`src/rtl/pong_score_ctrl.sv`:
```
// Pong game-control FSM and two-player 2-digit BCD scoreboard feeding the text overlay.
// Every output comes straight from a flop; next values are decoded from the next state.
module pong_score_ctrl #(
  parameter int WIN_SCORE   = 7,
  parameter int PAUSE_TICKS = 120
) (
  input  logic       clk,
  input  logic       reset,
  input  logic       refr_tick,
  input  logic       btn,
  input  logic       p1_point,
  input  logic       p2_point,
  output logic [3:0] dig0,
  output logic [3:0] dig1,
  output logic [3:0] dig2,
  output logic [3:0] dig3,
  output logic [1:0] ball,
  output logic       gra_still,
  output logic [1:0] state
);

  localparam logic [7:0] WIN_BCD = {4'(WIN_SCORE / 10), 4'(WIN_SCORE % 10)};
  localparam logic [6:0] PAUSE   = 7'(PAUSE_TICKS);

  typedef enum logic [1:0] {NEWGAME = 2'b00, PLAY = 2'b01, NEWBALL = 2'b10, OVER = 2'b11} state_t;

  state_t     st_q, st_d;
  logic [6:0] timer_q, timer_d;
  logic [7:0] p1_q, p1_d, p2_q, p2_d;   // {tens, ones}
  logic [1:0] ball_q, ball_d;
  logic       still_q, still_d;
  logic [7:0] p1_inc, p2_inc;
  logic       p1_win, p2_win, timer_up, p1_only, p2_only;

  // Saturating BCD +1; 99 stays 99 so digits can never leave 0..9.
  function automatic logic [7:0] bcd_inc(input logic [7:0] s);
    if (s == 8'h99)       return s;
    if (s[3:0] >= 4'd9)   return {s[7:4] + 4'd1, 4'd0};
    return {s[7:4], s[3:0] + 4'd1};
  endfunction

  assign p1_inc   = bcd_inc(p1_q);
  assign p2_inc   = bcd_inc(p2_q);
  assign p1_win   = (p1_inc == WIN_BCD);
  assign p2_win   = (p2_inc == WIN_BCD);
  assign timer_up = (timer_q == 7'd0);
  assign p1_only  = p1_point & ~p2_point;
  assign p2_only  = p2_point & ~p1_point;

  always_ff @(posedge clk) begin
    if (reset) begin
      st_q    <= NEWGAME;
      timer_q <= 7'd0;
      p1_q    <= 8'h00;
      p2_q    <= 8'h00;
      ball_q  <= 2'b00;
      still_q <= 1'b1;
    end else begin
      st_q    <= st_d;
      timer_q <= timer_d;
      p1_q    <= p1_d;
      p2_q    <= p2_d;
      ball_q  <= ball_d;
      still_q <= still_d;
    end
  end

  always_comb begin
    st_d = st_q;
    case (st_q)
      NEWGAME: if (btn) st_d = PLAY;
      PLAY: begin
        if (p1_point && p2_point) st_d = NEWBALL;
        else if (p1_only)         st_d = p1_win ? OVER : NEWBALL;
        else if (p2_only)         st_d = p2_win ? OVER : NEWBALL;
      end
      NEWBALL: if (timer_up) st_d = PLAY;
      OVER:    if (timer_up && btn) st_d = NEWGAME;
      default: st_d = NEWGAME;
    endcase
  end

  always_comb begin
    p1_d    = p1_q;
    p2_d    = p2_q;
    ball_d  = ball_q;
    still_d = (st_d != PLAY);
    // Pause load wins over the tick so every pause is exactly PAUSE_TICKS frames.
    if (st_d != st_q && (st_d == NEWBALL || st_d == OVER)) timer_d = PAUSE;
    else if (refr_tick && !timer_up)                       timer_d = timer_q - 7'd1;
    else                                                   timer_d = timer_q;
    case (st_q)
      NEWGAME: if (btn) ball_d = 2'b01;
      PLAY: begin
        if (p1_only) begin
          p1_d   = p1_inc;
          ball_d = p1_win ? 2'b00 : 2'b10;
        end else if (p2_only) begin
          p2_d   = p2_inc;
          ball_d = p2_win ? 2'b00 : 2'b01;
        end
      end
      OVER: if (timer_up && btn) begin
        p1_d   = 8'h00;
        p2_d   = 8'h00;
        ball_d = 2'b00;
      end
      default: ;
    endcase
  end

  assign dig0      = p1_q[3:0];
  assign dig1      = p1_q[7:4];
  assign dig2      = p2_q[3:0];
  assign dig3      = p2_q[7:4];
  assign ball      = ball_q;
  assign gra_still = still_q;
  assign state     = st_q;

endmodule

```
`config.mk`:
```
export PLATFORM = sky130hd
export DESIGN_NAME = pong_score_ctrl
export DESIGN_NICKNAME = d
export VERILOG_FILES = /design/src/rtl/pong_score_ctrl.sv
export SDC_FILE = /design/constraint.sdc
export NUM_CORES = 1
export LEC_CHECK = 0
export ABC_CLOCK_PERIOD_IN_PS = 3400
export CAP_MARGIN = 20
export CORE_MARGIN = 2
export CORE_UTILIZATION = 55
export CTS_CLUSTER_SIZE = 25
export DETAILED_ROUTE_END_ITERATION = 8
export GPL_ROUTABILITY_DRIVEN = 1
export GPL_TIMING_DRIVEN = 0
export PLACE_DENSITY = 0.78
export SLEW_MARGIN = 40
export SYNTH_ARGS = -nofsm -noshare
export SYNTH_HDL_FRONTEND = slang
export SYNTH_SLANG_ARGS = --single-unit
```
`constraint.sdc`:
```
create_clock -name clk -period 3.4 [get_ports clk]
set_input_delay 0.51 -clock clk [delete_from_list [all_inputs] [get_ports clk]]
set_output_delay 0.51 -clock clk [all_outputs]
set_load 0.01 [all_outputs]
```
==> metrics.log <==
INFO  metric tightest_slew = 0.6004 ns
INFO  metric grt_overflow_total = 0
INFO  metric ys_top_cells_by_area = dfxtp_1, ha_1, a21oi_1
INFO  metric yosysWarningCount = 0
INFO  metric fin_area = 2337 um^2
INFO  metric layout.core_utilization = 0.6896
INFO  metric worst-setup-path-type = reg -> reg
INFO  metric ir_worst_vdd = 0.2468 mV
INFO  metric place.gp.congestion = 0.8688
INFO  metric mostFrequentLayoutCells = dfxtp_1, clkdlybuf4s50_1, a21oi_1, nor2_1, ha_1
INFO  metric cts_setup_buffers = 0
INFO  metric postRouteAntennaNets = 0
INFO  metric tritoncts = yes
INFO  metric hold_viol_final = 0
INFO  metric postCtsResizedCells = 0
INFO  metric worstPathRequired = 3.71 ns
INFO  metric avgViaCountPerCell = 5.809
INFO  metric sequential_to_total_area_share_from_yosys_stat = 0.2835
INFO  metric grt_first_pass_wirelength = 7803 um
INFO  metric timing.slew.headroom = 0.5946
INFO  metric asyncSetResetFlopFracSynth = 0
INFO  metric nFillCells = 274
INFO  metric min_period = 2.788 ns
INFO  metric final_setup_tns = 0 ns
INFO  metric cp-end-kind = register
INFO  metric power_density = 457.9 nW/um^2
INFO  metric dp_hpwl = 3306 um
INFO  metric cts_inserted_buffers = 3
INFO  metric cts_hold_buf = 0
INFO  metric syn-cell-area = 1977 um^2
INFO  metric dr.pass1.iters = 4
INFO  metric placed_cell_area = 2285 um^2
INFO  metric numClockSinks = 28
INFO  metric finalClockSkew = 0.009580 ns
INFO  metric port-buffer-count = 25
INFO  metric final_cell_count_no_fill = 319
INFO  metric synth_largest_area_cell = dfxtp_1
INFO  metric clock_tree.buffer_depth = 2
INFO  metric dieArea = 4090 um^2
INFO  metric wire_per_inst = 14.21 um
INFO  metric synth-seq-cells = 28
INFO  metric drive_above_1_share = 0.05861
INFO  metric fmax = 358.7 MHz
INFO  metric insertedDiodeCount = 0
INFO  metric worst_slack = 0.6122 ns
INFO  metric rows = 21
INFO  metric reported_leakage_power = 0.8749 nW
INFO  metric cts_root_buffer = clkbuf_4
INFO  metric post-route-period-util = 0.8199
INFO  metric grt_pass1_vias = 1,664
INFO  metric core_region_area = 3390 um^2
INFO  metric fp.dieH = 63.95 um
INFO  metric detail_route.drc_violations = 0
INFO  metric syn_area_per_cell = 8.102 um^2
INFO  metric synth-edff-count = 0
INFO  metric timing.max_cap.violations = 0
INFO  metric critical_path_arrival = 3.10 ns
INFO  metric holdCritPathClass = in -> reg
INFO  metric maxSlewViolCount = 0
INFO  metric detail_route.iter0.violations = 154
INFO  metric total_routed_wirelength = 4533 um
INFO  metric global_route.usage.total = 0.2365
INFO  metric hold-worst-slack = 0.3970 ns
INFO  metric run_status = completed
INFO  metric dieWidth = 63.95 um
INFO  metric synth-main-ff-cell = dfxtp_1
INFO  metric setup_viol_count_final = 0
INFO  metric yosys.area.top_type_share = 0.2835
INFO  metric p_total = 1.070 mW
INFO  metric synth_cell_type_count = 51
INFO  metric placedCellCount = 315
INFO  metric design.final.nets = 300
INFO  metric clock_insertion_delay_worst_skew = 0.35 ns
INFO  metric cts_max_level = 1
INFO  metric grt_setup_unrepaired = no
INFO  metric layout_commonest_cell = dfxtp_1
INFO  metric cts.reportedPaths.clkPinSlew = 0.16 ns
INFO  metric synthCells = 244
INFO  metric critPathLaunchType = register
INFO  metric antenna_found_initial = 0
INFO  metric pin_count = 27
INFO  metric mappedNetlistNets = 270
INFO  metric initial_core_util = 0.5832
INFO  metric syn2layout_area_growth = 18.23%
INFO  metric vias = 1,853
INFO  metric grt_start_max_net_pins = 17
INFO  metric detailedPlace.worstSlack = 0.5958 ns
INFO  metric critical_path.max_fanout = 8
worst max-delay path, cell delays in order, from the launching register on:
cell and delay (ns):
dfxtp_1 0.50, inv_1 0.08, ha_1 0.33, nor2_1 0.05
o32a_1 0.29, nor4_1 0.39, a311oi_1 0.20, or4_1 0.56
o211ai_2 0.16, and3b_1 0.21
synth_stat cells (all sizes together) (3+ instances only):
cell	number
xnor2	6
or2	3
nor2	20
nand2	16
o211ai	5
or3	4
xor2	4
clkbuf	4
inv	19
o21ai	12
or4	6
and3b	3
nor4	3
nand3	5
a21oi	22
a31oi	3
dfxtp	28
a21o	3
and2	4
nor3	16
ha	20
nand4bb	3
nand2b	3
routing by layer:
layer,track usage,up-vias,routed length (um)
met2,0.3685,37,2025
met3,0.04049,2,207
li1,-,946,-
met4,0.06522,0,24
met5,0,-,0
met1,0.3352,868,2275
layout make-up:
class	count	area, um^2	area share
tap	46	57.56	0.02463
clock buffer	3	22.52	0.009636
inverter	19	71.32	0.03051
clock inverter	1	30.03	0.01285
multi-input combinational	191	1310	0.5605
timing repair buffer	25	250.2	0.1071
sequential	28	560.5	0.2398
buffer	6	35.03	0.01499
final timing paths:
path / cells past startpoint / start / slack, ns / to
worst max-delay path: 9 / p2_q[0] / 0.61 / timer_q[2]
worst min-delay path: 2 / reset / 0.40 / p1_q[3]
worst max register to register: 9 / p2_q[0] / 0.61 / timer_q[2]
worst min register to register: 2 / p1_q[7] / 0.53 / p1_q[7]
state kept, by name (all words and copies together) (netlist names):
signal and count:
p2_q 8, timer_q 7, ball 2, gra_still 1, state 2, p1_q 8
kinds of logic after synthesis:
| kind of cell | share of synthesized area |
|---|---|
| AO/OA/AOI/OAI | 0.2076 |
| XOR/XNOR | 0.04430 |
| adder cells (fa/ha/maj) | 0.1266 |
| buffers and inverters | 0.05380 |
| flip-flops | 0.2835 |
| multiplexers | 0.01013 |
| AND/OR/NAND/NOR | 0.2741 |
power breakdown:
group / total [mW] / internal (mW) / switching (mW)
clock: 0.229 / 0.119 / 0.110
sequential: 0.430 / 0.377 / 0.0535
combinational: 0.411 / 0.194 / 0.217
Power figures use the tool's default switching activity.
